**config.mk**
```make
export PLATFORM = sky130hd
export DESIGN_NAME = id_decode_regfile
export DESIGN_NICKNAME = d
export VERILOG_FILES = /design/src/rtl/id_decode_regfile.sv
export SDC_FILE = /design/constraint.sdc
export NUM_CORES = 1
export LEC_CHECK = 0
export ABC_AREA = 1
export CAP_MARGIN = 25
export CORE_MARGIN = 10
export CORE_UTILIZATION = 35
export CTS_CLUSTER_SIZE = 12
export DETAILED_ROUTE_END_ITERATION = 7
export GPL_TIMING_DRIVEN = 0
export SYNTH_ARGS = -nofsm -noshare
export SYNTH_HDL_FRONTEND = slang
export SYNTH_SLANG_ARGS = --single-unit
```
**constraint.sdc**
```tcl
create_clock -name clk -period 4.45 [get_ports clk]
set_input_delay 0.89 -clock clk [delete_from_list [all_inputs] [get_ports clk]]
set_output_delay 0.89 -clock clk [all_outputs]
set_load 0.01 [all_outputs]
```
**src/rtl/id_decode_regfile.sv**
```systemverilog
// id_decode_regfile: decode stage with bypassed 16x16 register file, load-use stall and RUN/HALT control
module id_decode_regfile #(
  parameter int NREGS = 16,
  parameter int DW = 16
) (
  input  logic                       clk,
  input  logic                       rst,
  input  logic [15:0]                instr_ID,
  input  logic                       instrValid_ID,
  input  logic                       wbEn,
  input  logic [$clog2(NREGS)-1:0]   wbReg,
  input  logic [DW-1:0]              wbData,
  input  logic                       memRead_EX,
  input  logic [$clog2(NREGS)-1:0]   dstReg_EX,
  output logic [DW-1:0]              regData1_ID,
  output logic [DW-1:0]              regData2_ID,
  output logic                       writeReg_ID,
  output logic                       regSel_ID,
  output logic                       stall,
  output logic                       halted
);
  localparam int AW = $clog2(NREGS);
  typedef enum logic {RUN, HALT} state_t;
  state_t state, nextState;
  logic [DW-1:0] regs [NREGS];
  logic [3:0] opcode;
  logic [AW-1:0] rd, rs, rt, idx1, idx2;
  logic isAlu, isLw, isSw, isLl, isHalt, use1, use2, writes, wbHit;
  assign opcode = instr_ID[15:12];
  assign rd = instr_ID[11:8];
  assign rs = instr_ID[7:4];
  assign rt = instr_ID[3:0];
  assign isAlu = ~opcode[3];
  assign isLw = opcode == 4'h8;
  assign isSw = opcode == 4'h9;
  assign isLl = opcode == 4'hA || opcode == 4'hB;
  assign isHalt = opcode == 4'hF;
  assign use1 = ~isHalt;
  assign use2 = isAlu | isSw;
  assign writes = isAlu | isLw | isLl;
  assign idx1 = isLl ? rd : rs;
  assign idx2 = isSw ? rd : rt;
  assign wbHit = wbEn && wbReg != '0;
  // Same-cycle writeback is forwarded so decode never sees a stale value
  assign regData1_ID = (wbHit && wbReg == idx1) ? wbData : (idx1 == '0 ? '0 : regs[idx1]);
  assign regData2_ID = (wbHit && wbReg == idx2) ? wbData : (idx2 == '0 ? '0 : regs[idx2]);
  assign halted = ~rst && state == HALT;
  assign stall = ~rst && memRead_EX && dstReg_EX != '0 && instrValid_ID && state == RUN &&
                 ((use1 && dstReg_EX == idx1) || (use2 && dstReg_EX == idx2));
  assign writeReg_ID = ~rst && instrValid_ID && ~stall && state == RUN && writes;
  assign regSel_ID = writeReg_ID && isLw;
  always_comb begin
    nextState = state;
    if (state == RUN && instrValid_ID && isHalt && !stall) nextState = HALT;
  end
  always_ff @(posedge clk) begin
    if (rst) state <= RUN;
    else state <= nextState;
  end
  always_ff @(posedge clk) begin
    if (rst) begin
      for (int i = 0; i < NREGS; i++) regs[i] <= '0;
    end else if (wbHit) begin
      regs[wbReg] <= wbData;
    end
  end
endmodule
```
==> results of run 1 <==
## critical path, delay by kind of cell
| kind | cells | cell delay (ns) |
|---|---|---|
| and+or+nand+nor | 6 | 1.01 |
| buffers and inverters | 3 | 1.62 |
## synth_stat cells
library cell	n	area (sq um)
nand2_1	589	2210
a41oi_1	1	8.76
edfxtp_1	256	7690
nand3b_1	1	7.51
buf_6	4	45.0
nand2_4	6	67.6
inv_2	8	30.0
o21ai_0	2	10.0
nor2_1	257	965
a21boi_1	1	7.51
nor2_4	4	45.0
dfxtp_1	1	20.0
nand3_2	9	90.1
buf_4	30	225
nor3_1	1	5.00
nand2_2	26	163
nor2_8	1	20.0
clkbuf_1	43	161
o21ai_1	1	5.00
nand4_1	2	12.5
nand3_1	557	2790
conb_1	1	3.75
inv_1	64	240
o21ai_2	1	8.76
o22ai_1	1	6.26
buf_2	42	210
buf_1	22	82.6
## power groups by stage
stage                     clock [W]  combinational (W)  sequential (W)
after detailed placement          0            0.00135         0.00294
after floorplan                   0           0.000724         0.00291
after global placement            0            0.00133         0.00294
after global routing        0.00262            0.00158         0.00291
final                       0.00255            0.00150         0.00290
after CTS                   0.00253            0.00144         0.00289
## metal layers
metal / up-vias / share of wire (%) / GRT usage (%)
li1: 6801 / - / -
met5: - / 0 / 0
met3: 264 / 12 / 5.86
met1: 7575 / 38 / 36.1
met2: 1210 / 43 / 42.0
met4: 0 / 6.6 / 16.4
## state kept, by name (all words and copies together) (netlist names)
register	count
state	1
regs	256
## stage by stage
step / hold WS [ns] / TNS [ns] / std cells / total power (W)
2_1_floorplan: 0.470 / 0 / 1946 / 0.00363
3_3_place_gp: 0.487 / -50.89 / 2611 / 0.00427
3_5_place_dp: 0.509 / -37.03 / 2616 / 0.00429
4_1_cts: 0.520 / -0.0335 / 2690 / 0.00686
5_1_grt: 0.552 / 0 / 2697 / 0.00711
6_report: 0.515 / 0 / 2697 / 0.00695
## final timing paths
| kind | from | end | slack (ns) | cells after the start |
|---|---|---|---|---|
| worst max register to register | state | state | 3.84 | 2 |
| worst min register to register | state | state | 0.51 | 2 |
| worst min-delay path | state | state | 0.51 | 2 |
| worst max-delay path | instr_ID[10] | regData1_ID[0] | 0.03 | 9 |
## what timing repair did
action / CTS / global route
resized for setup: 177 / 59
endpoints found under the setup margin: 35 / 23
pin swaps: 9 / 8
cloned: 3 / 0
setup buffers: 17 / 5
hold buffers: 0 / 0
## cell type report
class / count / area, sq um / area share [%]
Multi-Input combinational cell: 1478 / 6720 / 35.9
Inverter: 72 / 288 / 1.54
Sequential cell: 257 / 7710 / 41.2
Timing Repair Buffer: 110 / 1170 / 6.24
Tap cell: 585 / 732 / 3.91
Buffer: 141 / 1110 / 5.95
Clock inverter: 19 / 181 / 0.970
Clock buffer: 35 / 791 / 4.23
## cells by family (layout without fill, tap and decap cells)
family          after synthesis  in the layout
compound gates                7              7
buf+inv                     213            377
flops                       257            257
other cells                   1             16
simple gates               1453           1455
==> summary.txt, run 1 <==
Job
  • Max_cap viols: 0

Synthesis
  • Post-Syn Instances: 1931
  • Xor/xnor share of the synthesized area: 0%
  • YS warnings: 0
  • Number of synthesized register bits: 257
  • Post-synthesis compound-gate area fraction: 0.306%
  • Simple-Gate Fraction of Synth Area: 42.1%
  • Mux contribution to synthesized area: 0%
  • Main combinational cell family by area after synthesis: simple AND/OR/NAND/NOR gates
  • Post-synthesis adder-cell area fraction: 0%
  • Seq/Total Area, Yosys: 51.0%
  • Mapped cell area: 15100 sq um
  • Mean post-synth cell area: 7.83 sq um
  • Distinct cells, synth: 27

Critical path
  • Data arrival time of the worst path: 3.53 ns
  • Critical Path Most Common Cell: nand3_1
  • Nature of the critical path endpoint: output pin
  • Crit path largest cell delay: 0.55 ns
  • Crit path cell chain: clkdlybuf4s50_1 > nand3_1 > nand2_4 > clkdlybuf4s18_2 > nand3_1 > nand3_1 > nand3_1 > nand2_1 > clkdlybuf4s50_1
  • Slowest CP cell: clkdlybuf4s18_2
  • Crit path launch type: input port
  • Critical path peak fanout: 10
  • Crit Path Class: in -> out
  • WP data required: 3.56 ns

Final layout
  • Layout Nets: 2135
  • Commonest non-fill, non-tap cell in the layout: nand2_1
  • Finished Cell Area: 18700 sq um
  • Most frequent cells in the layout: nand2_1 (586), nand3_1 (533), nor2_1 (256), edfxtp_1 (256), inv_1 (60)
  • Antenna diodes: 0
  • Share of cells above drive strength 1: 12.8%
  • Fill cell count: 4243
  • Util after Layout: 43.6%
  • Area grow syn2layout: 23.6%

Routing
  • TritonRoute pass-1 iters: 8
  • Routed WL: 74900 microns
  • Antenna-violating nets left: 0
  • Avg WL per Cell: 27.8 microns
  • DRT iter0 DRCs: 2490
  • Vias per inst: 5.88
  • Vias: 15900
  • DRC: 6

Placed design
  • Post-place setup slack: -0.842 ns
  • GP Congestion: 0.992
  • Port bufs: 80
  • HPWL Detailed: 52900 microns
  • Placed Area: 16800 sq um

Timing
  • Peak Freq: 226 MHz
  • Endpoints failing setup: 0
  • Minimum clock period: 4.42 ns
  • Hold Vio Cnt, Final: 0
  • Period utilisation layout: 99.2%
  • Slew @ Worst Pin: 1.08 ns
  • Final WS setup: 0.0344 ns
  • Clk_skew: 0 ns
  • RSZ-0062 raised after global routing: no
  • Worst slew margin: 27.8%
  • Max-slew violation count: 0

Clocking
  • Clk root buf: clkbuf_16
  • Clk sinks: 257
  • Cts bufs inserted: 30
  • Later-pin clock latency in the skew report: 0.60 ns
  • CTS tree: done
  • Maximum buffer depth of the clock tree: 3
  • CTS clk-pin slew, worst paths: 0.07 ns
  • CTS H-tree lvls: 1

Power and ir drop
  • Max VDD drop: 0.000299 V
  • Flop pwr share: 41.7%
  • Switching power total: 0.00216 W
  • Switch share: 31.1%
  • Clk pwr share: 36.6%
  • Logic pwr share: 21.7%
  • P_int: 0.00479 W
  • Pleak: 7.90 nW
  • PD cells: 372 nW/um^2

Global routing
  • Gr usage total: 27.8%
  • First-pass GRT wire length: 106000 microns
  • Vias in the first global route: 15000
  • GRT overflow: 0
  • Initial antenna violation count: 0
  • Largest net degree at the start of global routing: 17

Die
  • Die X: 228 microns
  • Std cell rows: 76
  • Placeable Area: 42900 sq um
  • Die H: 228 microns
  • Initial Utilization: 35.3%
  • Num ports: 81
  • Die Area: 51900 sq um

Status
  • Failing checks: design-rule violations
  • Outcome: complete, but fails checks

Worst hold path
  • Worst Hold Class: reg -> reg
Power figures use the tool's default switching activity.
==> run 2, diff against run 1 <==
--- a/config.mk
+++ b/config.mk
@@ -11,6 +11,7 @@
 export CORE_UTILIZATION = 35
 export CTS_CLUSTER_SIZE = 12
 export DETAILED_ROUTE_END_ITERATION = 7
+export DONT_BUFFER_PORTS = 1
 export GPL_TIMING_DRIVEN = 0
 export SYNTH_ARGS = -nofsm -noshare
 export SYNTH_HDL_FRONTEND = slang
==> summary.txt, run 2 (synthesis results as in run 1) <==
Critical path
  • Reg2reg start: state
  • WP data required: 3.56 ns
  • Slack of the worst reg-to-reg path: 3.85 ns
  • Critical Path Most Common Cell: nand3_1
  • Nature of the critical path endpoint: output pin
  • Slowest CP cell: buf_1
  • Crit path launch type: input port
  • Crit path max-delay family: simple AND/OR/NAND/NOR gates
  • Crit Path Class: in -> out
  • Crit path cell chain: inv_1 > nor2_4 > nand2_4 > nand2_2 > nand2_2 > inv_1 > buf_1 > nand3_1 > nand3_1 > nand3_1 > nand2_1
  • Buf/Inv on CP: 3
  • Critical R2R Capture: state
  • Data arrival time of the worst path: 3.45 ns
  • Setup crit end: regData2_ID[5]
  • Crit path largest cell delay: 0.73 ns
  • Critical path peak fanout: 10
  • R2R depth: 2
  • Critical Path Source: instr_ID[12]
  • Number of stages on the worst setup path: 11

Clocking
  • Cts bufs inserted: 30
  • Later-pin clock latency in the skew report: 0.59 ns
  • CTS H-tree lvls: 1
  • Clk sinks: 257
  • Maximum buffer depth of the clock tree: 3
  • # hold bufs at CTS: 0
  • Clk root buf: clkbuf_16
  • Post-CTS setup buffer count: 0
  • Post-cts sizing count: 0
  • CTS tree: done
  • CTS clk-pin slew, worst paths: 0.06 ns

Worst hold path
  • Hold Path Origin: rst
  • Worst Hold Class: in -> reg
  • Hold Crit Depth: 1

Die
  • Num ports: 81
  • Std cell rows: 76
  • Die H: 228 microns
  • Initial Utilization: 35.3%
  • Die Area: 51900 sq um
  • Placeable Area: 42900 sq um
  • Die X: 228 microns

Timing
  • Max-slew violation count: 0
  • Slew @ Worst Pin: 1.09 ns
  • Clk_skew: 0 ns
  • Final hold slack: 0.407 ns
  • Endpoints failing setup: 0
  • Period utilisation layout: 97.5%
  • Peak Freq: 230 MHz
  • Hold Vio Cnt, Final: 0
  • Worst slew margin: 27.2%
  • Minimum clock period: 4.34 ns
  • RSZ-0062 raised after global routing: no
  • Fin Setup TNS: 0 ns

Final layout
  • Max reg flops: 256
  • Layout Cells excl Fill: 2592
  • Most frequent cells in the layout: nand2_1 (589), nand3_1 (557), nor2_1 (257)
  • Share of cells above drive strength 1: 8.87%
  • Largest regs: regs x256, state x1
  • Reg with most FFs: regs
  • Layout Nets: 2029
  • Commonest non-fill, non-tap cell in the layout: nand2_1
  • Area grow syn2layout: 11.8%
  • Antenna diodes: 0

Routing
  • Avg WL per Cell: 29.0 microns
  • DRT iter0 DRCs: 2497
  • Vias: 15300
  • Vias per inst: 5.91
  • TritonRoute pass-1 iters: 6
  • Routed WL: 75100 microns
  • Antenna-violating nets left: 0
  • DRC: 0

Placed design
  • GP Congestion: 0.979
  • HPWL Detailed: 53200 microns
  • Placed cells: 2536
  • Port bufs: 0

Status
  • Outcome: finished, final reports clean

Global routing
  • Vias in the first global route: 14300
  • Largest net degree at the start of global routing: 17
  • GRT overflow: 0
  • First-pass GRT wire length: 105000 microns
  • Gr usage total: 27.7%
  • Initial antenna violation count: 0

Power and ir drop
  • Switching power total: 0.00210 W
  • PD cells: 383 nW/um^2
  • Max VDD drop: 0.000283 V
  • Logic pwr share: 19.5%
  • P_int: 0.00438 W
  • Switch share: 32.4%
  • Flop pwr share: 44.7%
  • Pleak: 7.06 nW
  • Clk pwr share: 35.8%

Job
  • Max_cap viols: 0
[run 2: power by group through the flow]
stage | logic [W] | clock network, W | registers, W
floorplan | 0.000724 | 0 | 0.00291
global placement | 0.00119 | 0 | 0.00294
detailed placement | 0.00121 | 0 | 0.00294
CTS | 0.00121 | 0.00232 | 0.00289
global route | 0.00132 | 0.00241 | 0.00291
finish | 0.00126 | 0.00232 | 0.00289
[run 2: metal layers]
| metal | wire, microns | vias up | global-route usage [%] |
|---|---|---|---|
| met5 | 0 | - | 0 |
| met2 | 32700 | 1189 | 42.2 |
| met1 | 28000 | 7319 | 34.6 |
| met4 | 4530 | 0 | 15.2 |
| met3 | 9910 | 237 | 8.29 |
| li1 | - | 6577 | - |
[run 2: area by class of cell]
cell class              instances  area, sq um
multi-input cells            1476         6480
clock buffers                  37          798
well taps                     585          732
flip-flops and latches        257         7710
inverters                      72          270
repair buffers                  6          111
clock inverters                18         82.6
plain buffers                 141          726
fillers                      4394        26000
[run 2: metrics by stage]
step / total power, W / instance area [sq um] / setup WS (ns) / util, %
after floorplan: 0.00363 / 15200 / 1.41 / -
after global placement: 0.00413 / 15900 / 0.0307 / 37.1
after detailed placement: 0.00415 / 16000 / 0.241 / 37.3
after CTS: 0.00642 / 16900 / 0.230 / 39.4
after global routing: 0.00664 / 16900 / 0.0671 / 39.4
final: 0.00648 / 16900 / 0.109 / 39.4
[run 2: how the worst min path moves through the flow]
| stage | to | slack, ns |
|---|---|---|
| final | state | 0.41 |
| after global routing | state | 0.41 |
| after CTS | state | 0.41 |
| after detailed placement | state | 0.50 |
| after global placement | state | 0.49 |
| after floorplan | state | 0.47 |
[run 2: worst reg2reg max path, stage by stage, from the launching register on]
cell and delay (ns):
dfxtp_1 0.33, inv_1 0.05, o22ai_1 0.15
